[config.mk]
export PLATFORM = sky130hd
export DESIGN_NAME = multicycle_ctrl_flat
export DESIGN_NICKNAME = d
export VERILOG_FILES = /design/src/rtl/multicycle_ctrl_pkg.sv /design/src/rtl/multicycle_ctrl_if.sv /design/src/rtl/ctrl_decode.sv /design/src/rtl/multicycle_ctrl.sv /design/src/flat_wrapper.sv
export SDC_FILE = /design/constraint.sdc
export NUM_CORES = 1
export LEC_CHECK = 0
export ABC_AREA = 1
export CAP_MARGIN = 25
export CORE_ASPECT_RATIO = 1.5
export CORE_UTILIZATION = 23
export DETAILED_ROUTE_END_ITERATION = 10
export PLACE_DENSITY_LB_ADDON = 0.12
export SLEW_MARGIN = 25
export SYNTH_ARGS = -nofsm -noshare
export SYNTH_HDL_FRONTEND = slang
export SYNTH_HIERARCHICAL = 1
export SYNTH_SLANG_ARGS = --single-unit
[constraint.sdc]
create_clock -name clk -period 2.09 [get_ports clk]
set_clock_uncertainty 0.05 [all_clocks]
set_input_delay 0.5225 -clock clk [delete_from_list [all_inputs] [get_ports clk]]
set_output_delay 0.5225 -clock clk [all_outputs]
set_load 0.02 [all_outputs]
[src/rtl/multicycle_ctrl_pkg.sv]
// ---------------------------------------------------------------------------
// multicycle_ctrl_pkg
// Shared definitions for the multicycle controller, its decode sub-block and
// anything that talks to it (datapath, bench):
//   state_t        FSM state encoding (also visible on the debug state output)
//   OP_*           instruction[31:26] opcodes understood by the controller
//   ALU_*          alu_op codes
//   PC_SRC_*       pc_src mux codes
//   dec_t          per-opcode control bundle produced by ctrl_decode
//   WAIT_CNT_W     width of the memory wait counter
// ---------------------------------------------------------------------------
package multicycle_ctrl_pkg;

    typedef enum logic [2:0] {
        ST_FETCH  = 3'd0,
        ST_DECODE = 3'd1,
        ST_EXEC   = 3'd2,
        ST_MEM    = 3'd3,
        ST_WB     = 3'd4,
        ST_FAULT  = 3'd7
    } state_t;

    localparam logic [5:0] OP_RTYPE = 6'h00;
    localparam logic [5:0] OP_LW    = 6'h23;
    localparam logic [5:0] OP_SW    = 6'h2B;
    localparam logic [5:0] OP_BEQ   = 6'h04;
    localparam logic [5:0] OP_ADDI  = 6'h08;
    localparam logic [5:0] OP_J     = 6'h02;

    localparam logic [1:0] ALU_ADD   = 2'b00;
    localparam logic [1:0] ALU_SUB   = 2'b01;
    localparam logic [1:0] ALU_FUNCT = 2'b10;

    localparam logic [1:0] PC_SRC_SEQ    = 2'd0;
    localparam logic [1:0] PC_SRC_BRANCH = 2'd1;
    localparam logic [1:0] PC_SRC_JUMP   = 2'd2;

    localparam int WAIT_CNT_W = 4;

    // Everything the FSM needs to know about the latched instruction.
    typedef struct packed {
        logic       legal;      // opcode is one of the six supported ones
        logic       is_branch;  // beq: conditional PC load in EXEC
        logic       is_jump;    // j: unconditional PC load in EXEC
        logic       has_mem;    // lw/sw: visits MEM after EXEC
        logic       mem_write;  // sw: MEM writes instead of reads
        logic       has_wb;     // R/lw/addi: visits WB
        logic [1:0] alu_op;
        logic       alu_src;
        logic       reg_dst;
        logic       mem2reg;
    } dec_t;

    // States that own a memory access and therefore run the wait counter.
    function automatic logic is_access_state(input state_t s);
        return (s == ST_FETCH) || (s == ST_MEM);
    endfunction

endpackage

[src/rtl/multicycle_ctrl_if.sv]
// ---------------------------------------------------------------------------
// multicycle_ctrl_if
// Bundle between the multicycle controller and its datapath/memory.
//   slave  modport: the controller (takes opcode/zero/mem_ready, drives controls)
//   master modport: the datapath side (drives opcode/zero/mem_ready)
// Signals:
//   opcode[5:0], zero, mem_ready            -> controller
//   IorD, MemRead, MemWrite, ir_write,
//   pc_write, pc_src[1:0], RegDst, ALUSrc,
//   RegWrite, Mem2Reg, alu_op[1:0], fault,
//   state[2:0]                              <- controller
// ---------------------------------------------------------------------------
interface multicycle_ctrl_if;
    logic [5:0] opcode;
    logic       zero;
    logic       mem_ready;

    logic       IorD;
    logic       MemRead;
    logic       MemWrite;
    logic       ir_write;
    logic       pc_write;
    logic [1:0] pc_src;
    logic       RegDst;
    logic       ALUSrc;
    logic       RegWrite;
    logic       Mem2Reg;
    logic [1:0] alu_op;
    logic       fault;
    logic [2:0] state;

    modport slave (
        input  opcode, zero, mem_ready,
        output IorD, MemRead, MemWrite, ir_write, pc_write, pc_src,
               RegDst, ALUSrc, RegWrite, Mem2Reg, alu_op, fault, state
    );

    modport master (
        output opcode, zero, mem_ready,
        input  IorD, MemRead, MemWrite, ir_write, pc_write, pc_src,
               RegDst, ALUSrc, RegWrite, Mem2Reg, alu_op, fault, state
    );
endinterface

[src/rtl/ctrl_decode.sv]
// ---------------------------------------------------------------------------
// ctrl_decode
// Pure combinational opcode-to-control decode for the multicycle controller.
//   i_opcode[5:0]  latched instruction[31:26]
//   o_dec          control bundle (dec_t); all-zero (legal=0) for unknown
//                  opcodes
// ---------------------------------------------------------------------------
module ctrl_decode
    import multicycle_ctrl_pkg::*;
(
    input  logic [5:0] i_opcode,
    output dec_t       o_dec
);

    always_comb begin
        o_dec = '0;
        case (i_opcode)
            OP_RTYPE: begin
                o_dec.legal   = 1'b1;
                o_dec.alu_op  = ALU_FUNCT;
                o_dec.has_wb  = 1'b1;
                o_dec.reg_dst = 1'b1;
            end
            OP_LW: begin
                o_dec.legal   = 1'b1;
                o_dec.alu_op  = ALU_ADD;
                o_dec.alu_src = 1'b1;
                o_dec.has_mem = 1'b1;
                o_dec.has_wb  = 1'b1;
                o_dec.mem2reg = 1'b1;
            end
            OP_SW: begin
                o_dec.legal     = 1'b1;
                o_dec.alu_op    = ALU_ADD;
                o_dec.alu_src   = 1'b1;
                o_dec.has_mem   = 1'b1;
                o_dec.mem_write = 1'b1;
            end
            OP_BEQ: begin
                o_dec.legal     = 1'b1;
                o_dec.alu_op    = ALU_SUB;
                o_dec.is_branch = 1'b1;
            end
            OP_ADDI: begin
                o_dec.legal   = 1'b1;
                o_dec.alu_op  = ALU_ADD;
                o_dec.alu_src = 1'b1;
                o_dec.has_wb  = 1'b1;
            end
            OP_J: begin
                o_dec.legal   = 1'b1;
                o_dec.is_jump = 1'b1;
            end
            default: o_dec = '0;
        endcase
    end

endmodule

[src/rtl/multicycle_ctrl.sv]
// ---------------------------------------------------------------------------
// multicycle_ctrl
// FETCH/DECODE/EXEC/MEM/WB control FSM for a multicycle MIPS-style datapath,
// with a memory wait-state timeout and a sticky FAULT state.
//   clk    system clock, rising edge
//   rst_n  asynchronous active-low reset
//   bus    multicycle_ctrl_if.slave (opcode/zero/mem_ready in, controls out)
// Parameter MEM_TIMEOUT: wait cycles tolerated per memory access before a
// bus fault; must fit in WAIT_CNT_W bits.
// ---------------------------------------------------------------------------
module multicycle_ctrl
    import multicycle_ctrl_pkg::*;
#(
    parameter int MEM_TIMEOUT = 15
) (
    input  logic             clk,
    input  logic             rst_n,
    multicycle_ctrl_if.slave bus
);

    localparam logic [WAIT_CNT_W-1:0] TIMEOUT_CNT = WAIT_CNT_W'(MEM_TIMEOUT);

    state_t                r_state;
    state_t                w_state_next;
    logic [5:0]            r_opcode;
    logic [WAIT_CNT_W-1:0] r_wait_cnt;
    logic [WAIT_CNT_W-1:0] w_wait_cnt_next;
    logic                  r_started;
    logic                  w_timeout;
    dec_t                  w_dec;

    ctrl_decode u_ctrl_decode (
        .i_opcode (r_opcode),
        .o_dec    (w_dec)
    );

    // r_wait_cnt counts the wait cycles already spent on the current access.
    // The cycle in which it equals TIMEOUT_CNT is the last chance: mem_ready
    // there still completes the access, otherwise we fault.
    assign w_timeout = (r_wait_cnt == TIMEOUT_CNT) && !bus.mem_ready;

    // r_started is low from reset until the first clock edge after release,
    // so an access interrupted by reset is not re-issued while rst_n is low
    // and the fresh FETCH begins on that first edge.
    always_ff @(posedge clk or negedge rst_n) begin
        if (!rst_n) begin
            r_state    <= ST_FETCH;
            r_opcode   <= '0;
            r_wait_cnt <= '0;
            r_started  <= 1'b0;
        end else begin
            r_started  <= 1'b1;
            r_state    <= w_state_next;
            r_wait_cnt <= w_wait_cnt_next;
            if (r_started && (r_state == ST_FETCH) && bus.mem_ready) begin
                r_opcode <= bus.opcode;
            end
        end
    end

    always_comb begin
        w_state_next = r_state;
        case (r_state)
            ST_FETCH: begin
                if (r_started) begin
                    if (bus.mem_ready) begin
                        w_state_next = ST_DECODE;
                    end else if (w_timeout) begin
                        w_state_next = ST_FAULT;
                    end
                end
            end
            ST_DECODE: w_state_next = w_dec.legal ? ST_EXEC : ST_FAULT;
            ST_EXEC: begin
                if (w_dec.has_mem) begin
                    w_state_next = ST_MEM;
                end else if (w_dec.has_wb) begin
                    w_state_next = ST_WB;
                end else begin
                    w_state_next = ST_FETCH;
                end
            end
            ST_MEM: begin
                if (bus.mem_ready) begin
                    w_state_next = w_dec.has_wb ? ST_WB : ST_FETCH;
                end else if (w_timeout) begin
                    w_state_next = ST_FAULT;
                end
            end
            ST_WB:    w_state_next = ST_FETCH;
            ST_FAULT: w_state_next = ST_FAULT;
            default:  w_state_next = ST_FAULT;
        endcase

        // Counting only while we stay in an access state also clears the
        // counter on every entry into FETCH or MEM.
        if (r_started && is_access_state(r_state) && (w_state_next == r_state)) begin
            w_wait_cnt_next = r_wait_cnt + WAIT_CNT_W'(1);
        end else begin
            w_wait_cnt_next = '0;
        end
    end

    // Outputs follow the state and latched opcode; the two exceptions are the
    // fetch-completion pulse (qualified by mem_ready) and the beq PC load
    // (qualified by zero).
    always_comb begin
        bus.IorD     = 1'b0;
        bus.MemRead  = 1'b0;
        bus.MemWrite = 1'b0;
        bus.ir_write = 1'b0;
        bus.pc_write = 1'b0;
        bus.pc_src   = PC_SRC_SEQ;
        bus.RegDst   = 1'b0;
        bus.ALUSrc   = 1'b0;
        bus.RegWrite = 1'b0;
        bus.Mem2Reg  = 1'b0;
        bus.alu_op   = ALU_ADD;
        bus.fault    = 1'b0;
        bus.state    = r_state;
        case (r_state)
            ST_FETCH: begin
                bus.MemRead  = r_started;
                bus.ir_write = r_started && bus.mem_ready;
                bus.pc_write = r_started && bus.mem_ready;
                bus.pc_src   = PC_SRC_SEQ;
            end
            ST_EXEC: begin
                bus.alu_op = w_dec.alu_op;
                bus.ALUSrc = w_dec.alu_src;
                if (w_dec.is_branch) begin
                    bus.pc_src   = PC_SRC_BRANCH;
                    bus.pc_write = bus.zero;
                end
                if (w_dec.is_jump) begin
                    bus.pc_src   = PC_SRC_JUMP;
                    bus.pc_write = 1'b1;
                end
            end
            ST_MEM: begin
                bus.IorD     = 1'b1;
                bus.MemRead  = !w_dec.mem_write;
                bus.MemWrite = w_dec.mem_write;
            end
            ST_WB: begin
                bus.RegWrite = 1'b1;
                bus.RegDst   = w_dec.reg_dst;
                bus.Mem2Reg  = w_dec.mem2reg;
            end
            ST_FAULT: bus.fault = 1'b1;
            default: ;
        endcase
    end

endmodule

[src/flat_wrapper.sv]
// flat-port wrapper written by rule: the top's interface ports become plain ports
module multicycle_ctrl_flat import multicycle_ctrl_pkg::*;
#(
    parameter int MEM_TIMEOUT = 15
)
  (clk, rst_n, bus_opcode, bus_zero, bus_mem_ready, bus_IorD, bus_MemRead, bus_MemWrite, bus_ir_write, bus_pc_write, bus_pc_src, bus_RegDst, bus_ALUSrc, bus_RegWrite, bus_Mem2Reg, bus_alu_op, bus_fault, bus_state);
  multicycle_ctrl_if bus_i ();
  input  logic clk;
  input  logic rst_n;
  input wire logic [$bits(bus_i.opcode)-1:0] bus_opcode;
  input wire logic [$bits(bus_i.zero)-1:0] bus_zero;
  input wire logic [$bits(bus_i.mem_ready)-1:0] bus_mem_ready;
  output wire logic [$bits(bus_i.IorD)-1:0] bus_IorD;
  output wire logic [$bits(bus_i.MemRead)-1:0] bus_MemRead;
  output wire logic [$bits(bus_i.MemWrite)-1:0] bus_MemWrite;
  output wire logic [$bits(bus_i.ir_write)-1:0] bus_ir_write;
  output wire logic [$bits(bus_i.pc_write)-1:0] bus_pc_write;
  output wire logic [$bits(bus_i.pc_src)-1:0] bus_pc_src;
  output wire logic [$bits(bus_i.RegDst)-1:0] bus_RegDst;
  output wire logic [$bits(bus_i.ALUSrc)-1:0] bus_ALUSrc;
  output wire logic [$bits(bus_i.RegWrite)-1:0] bus_RegWrite;
  output wire logic [$bits(bus_i.Mem2Reg)-1:0] bus_Mem2Reg;
  output wire logic [$bits(bus_i.alu_op)-1:0] bus_alu_op;
  output wire logic [$bits(bus_i.fault)-1:0] bus_fault;
  output wire logic [$bits(bus_i.state)-1:0] bus_state;
  assign bus_i.opcode = bus_opcode;
  assign bus_i.zero = bus_zero;
  assign bus_i.mem_ready = bus_mem_ready;
  assign bus_IorD = bus_i.IorD;
  assign bus_MemRead = bus_i.MemRead;
  assign bus_MemWrite = bus_i.MemWrite;
  assign bus_ir_write = bus_i.ir_write;
  assign bus_pc_write = bus_i.pc_write;
  assign bus_pc_src = bus_i.pc_src;
  assign bus_RegDst = bus_i.RegDst;
  assign bus_ALUSrc = bus_i.ALUSrc;
  assign bus_RegWrite = bus_i.RegWrite;
  assign bus_Mem2Reg = bus_i.Mem2Reg;
  assign bus_alu_op = bus_i.alu_op;
  assign bus_fault = bus_i.fault;
  assign bus_state = bus_i.state;
  multicycle_ctrl #(.MEM_TIMEOUT(MEM_TIMEOUT)) u_core (.clk(clk), .rst_n(rst_n), .bus(bus_i));
endmodule
==> flow_summary_export.csv <==
group,metric,value,unit
outcome,outcome,"finished, final reports clean",
grt,antenna_found_initial,0,
clock_network,clk_latency,0.24,ns
power,p_leak,0.7814,nW
synth,synthTopCellsByArea,"dfrtp_1 35%, nor2_1 12%, inv_1 10%, nand2_1 10%, mux2_2 6.8%",
worst_setup_path,crit_fanout,4,
placement,dp_hpwl,2.103,mm
drt,ant_nets,0,
floorplan,row_count,29,
clock_network,clockBufferDepth,2,
clock_network,clk_pin_slew,0.05,ns
drt,routedWlPerCell,9.853,um
sta,holdWs,0.4077,ns
worst_setup_path,endpoint_kind,"output port",
floorplan,io_pins,27,
grt,grt_start_max_net_pins,15,
final_layout,n_fill_cell,468,
synth,syn-instance-count,146,
grt,grt-busiest-layer,"met2",
sta,setup_viol_count_final,0,
sta,drv_slew,0,
grt,grt_pass1_vias,938,
worst_setup_path,crit_path_cell_trace,"buf_4 > nand2_1 > nor2_1 > buf_4 > dlygate4sd2_1",
grt,grt_pass1_wl,3.988,mm
final_layout,nNetsFinal,211,
power,ir_drop,0.0004473,V
synth,seq_area_frac_synth,35.04,%
power,power_density,407.4,nW/um2
worst_setup_path,critPathKind,"register to output port",
clock_network,htree_levels,1,
drt,wl,2.414,mm
grt,gr-usage-met3,1.558,%
sta,hold_violations,0,
clock_network,cts_inserted_buffers,3,
synth,syn_area_per_cell,6.847,um2
sta,min_period,1.997,ns
synth,yosys_warnings,6,
worst_setup_path,crit_required,1.52,ns
grt,grt_util_met2,20.72,%
clock_network,cts_sinks,14,
sta,fin_crit_sh,95.53,%
synth,synth_cell_types,24,
floorplan,die_area,4620,um2
worst_setup_path,critPathTopFamily,"buffers and inverters",
run,cap_violations,0,
placement,port_buffers,26,
floorplan,start_util,23.75,%
worst_setup_path,critPathMaxStageDelay,0.39,ns
clock_network,cts_hold_buf,0,
grt,met1_usage,12.02,%
synth,synth_area_leader_cell,"dfrtp_1",
floorplan,die_x,55.83,um
power,fin_total_pwr,0.6153,mW
drt,drt_iter0_drc,24,
sta,rsz0062_at_grt,"yes",
placement,gp_congestion,0.7619,
worst_setup_path,arrival,1.42,ns
drt,vias,1036,
grt,overflow,0,
synth,ys_seq_elements,14,
worst_setup_path,start_kind,"register",
final_layout,areaGrowthSynthToFinish,51.06,%
sta,fmax,0.5009,GHz
grt,grtUsageTotal,10.88,%
worst_setup_path,path_common_cell,"buf_4",
synth,yosys.area.top_type_share,35.04,%
floorplan,fp.dieH,82.75,um
drt,dr.pass1.iters,3,
worst_setup_path,cpMaxStageDelayCell,"dfrtp_1",
synth,synth.cell_area,999.7,um2
clock_network,cts_root_buf,"clkbuf_8",
floorplan,fp.coreArea,4209,um2
clock_network,cts_tree,"yes",
drt,route.detailed.drc,0,
drt,vias_per_cell,4.229,
worst_setup_path,cp_num_buf_inv,3,
final_layout,n_antenna_cell,0,
synth,syn_nets,157,
final_layout,drive_gt1_share,33.17,%
min_path,hp-class,"register to register",
[worst register-to-register path: stages, from the launching register on]
cell,delay [ns]
dfrtp_2,0.44
nor2_4,0.14
nand3_2,0.10
buf_4,0.14
nand2_2,0.07
nor2_1,0.04
nand2_1,0.08
inv_1,0.04
nand4_1,0.08
o21ai_0,0.08
nor2_1,0.17
nand3_1,0.11
nor2_1,0.13
nand2_2,0.09
nor2_1,0.10
[layer usage]
layer	part of all wire (%)	up-vias
li1	-	547
met1	44	466
met2	50	19
met3	4.1	4
met4	1.4	0
met5	0	-
[cell type report]
type | count | area [um2] | area share, %
Timing Repair Buffer | 50 | 384.1 | 25.43
Tap cell | 46 | 57.56 | 3.811
Multi-Input combinational cell | 100 | 543.0 | 35.96
Inverter | 31 | 116.4 | 7.705
Sequential cell | 14 | 354.1 | 23.45
Clock buffer | 4 | 55.05 | 3.645
[worst paths after layout]
path	startpoint	endpoint	slack, ns	depth (start not counted)
setup / recovery	u_core/bus.state[1]	bus_IorD	0.09	5
hold / removal	u_core/r_wait_cnt[0]	u_core/r_wait_cnt[0]	0.41	1
setup reg to reg	u_core/r_opcode[4]	u_core/r_wait_cnt[3]	0.14	14
hold reg to reg	u_core/r_wait_cnt[0]	u_core/r_wait_cnt[0]	0.41	1
max in group asynchronous	rst_n	u_core/r_opcode[4]	1.27	2
min in group asynchronous	rst_n	u_core/r_wait_cnt[0]	0.54	2
[timing repair]
| action | in CTS | in global routing |
|---|---|---|
| setup buffers | 0 | 2 |
| setup endpoints to repair | 14 | 14 |
| resized for setup | 32 | 19 |
| pin swaps | 0 | 5 |
[logic make-up after synthesis]
kind of cell               synth area share (%)
other                                    0.3751
muxes                                     6.758
and+or+nand+nor                           37.67
buffers and inverters                     12.39
xor gates and xnor gates                  1.753
AOI/OAI and AO/OA                         4.756
adders and majority gates                 1.251
DFF                                       35.04
[cells in the final DEF (no fill, tap or decap), drive strengths merged]
master / Yosys / final
nor2: 37 / 37
inv: 31 / 31
nand2: 31 / 31
buf: 1 / 30
dfrtp: 14 / 14
clkdlybuf4s50: 0 / 12
nand3: 10 / 10
clkbuf: 0 / 9
mux2: 6 / 6
dlygate4sd2: 0 / 3
nand4: 2 / 2
a21oi: 2 / 2
o22ai: 2 / 2
o21ai: 2 / 2
o211ai: 1 / 1
xnor2: 1 / 1
nand3b: 1 / 1
and2: 1 / 1
o21bai: 1 / 1
xor2: 1 / 1
ha: 1 / 1
conb: 1 / 1
[synthesized netlist by cell type (all sizes together)]
library cell and instances:
ha 1, dfrtp 14, xor2 1, inv 31, nand2 31, buf 1
nand3b 1, nand3 10, conb 1, mux2 6, o21ai 2, o211ai 1
and2 1, o21bai 1, nand4 2, o22ai 2, xnor2 1, a21oi 2
nor2 37
[report_power, final]
part	switching, mW	internal [mW]	total, mW	leakage, nW
Sequential	0.00963	0.279	0.288	0.167
Combinational	0.0339	0.0414	0.0754	0.585
Clock	0.0852	0.166	0.252	0.0288
Total	0.129	0.487	0.615	0.781
[flip-flops by register name, indices dropped and copies added (netlist names)]
name	count
u_core/bus.state	3
u_core/r_wait_cnt	4
u_core/r_opcode	6
u_core/r_started	1
[per-stage QoR]
step	std cells	utilization [%]	TNS, ns	setup slack [ns]	cell area (um2)
after floorplan	146	-	0	0.02063	999.7
after global routing	245	35.88	-0.02039	-0.01329	1510
final	245	35.88	0	0.09347	1510
after detailed placement	239	35.05	-0.9669	-0.3406	1475
after global placement	239	35.05	-0.9001	-0.3457	1475
after CTS	243	36.42	-0.03871	-0.03871	1533
No activity file was read; power rests on OpenSTA's default activity.
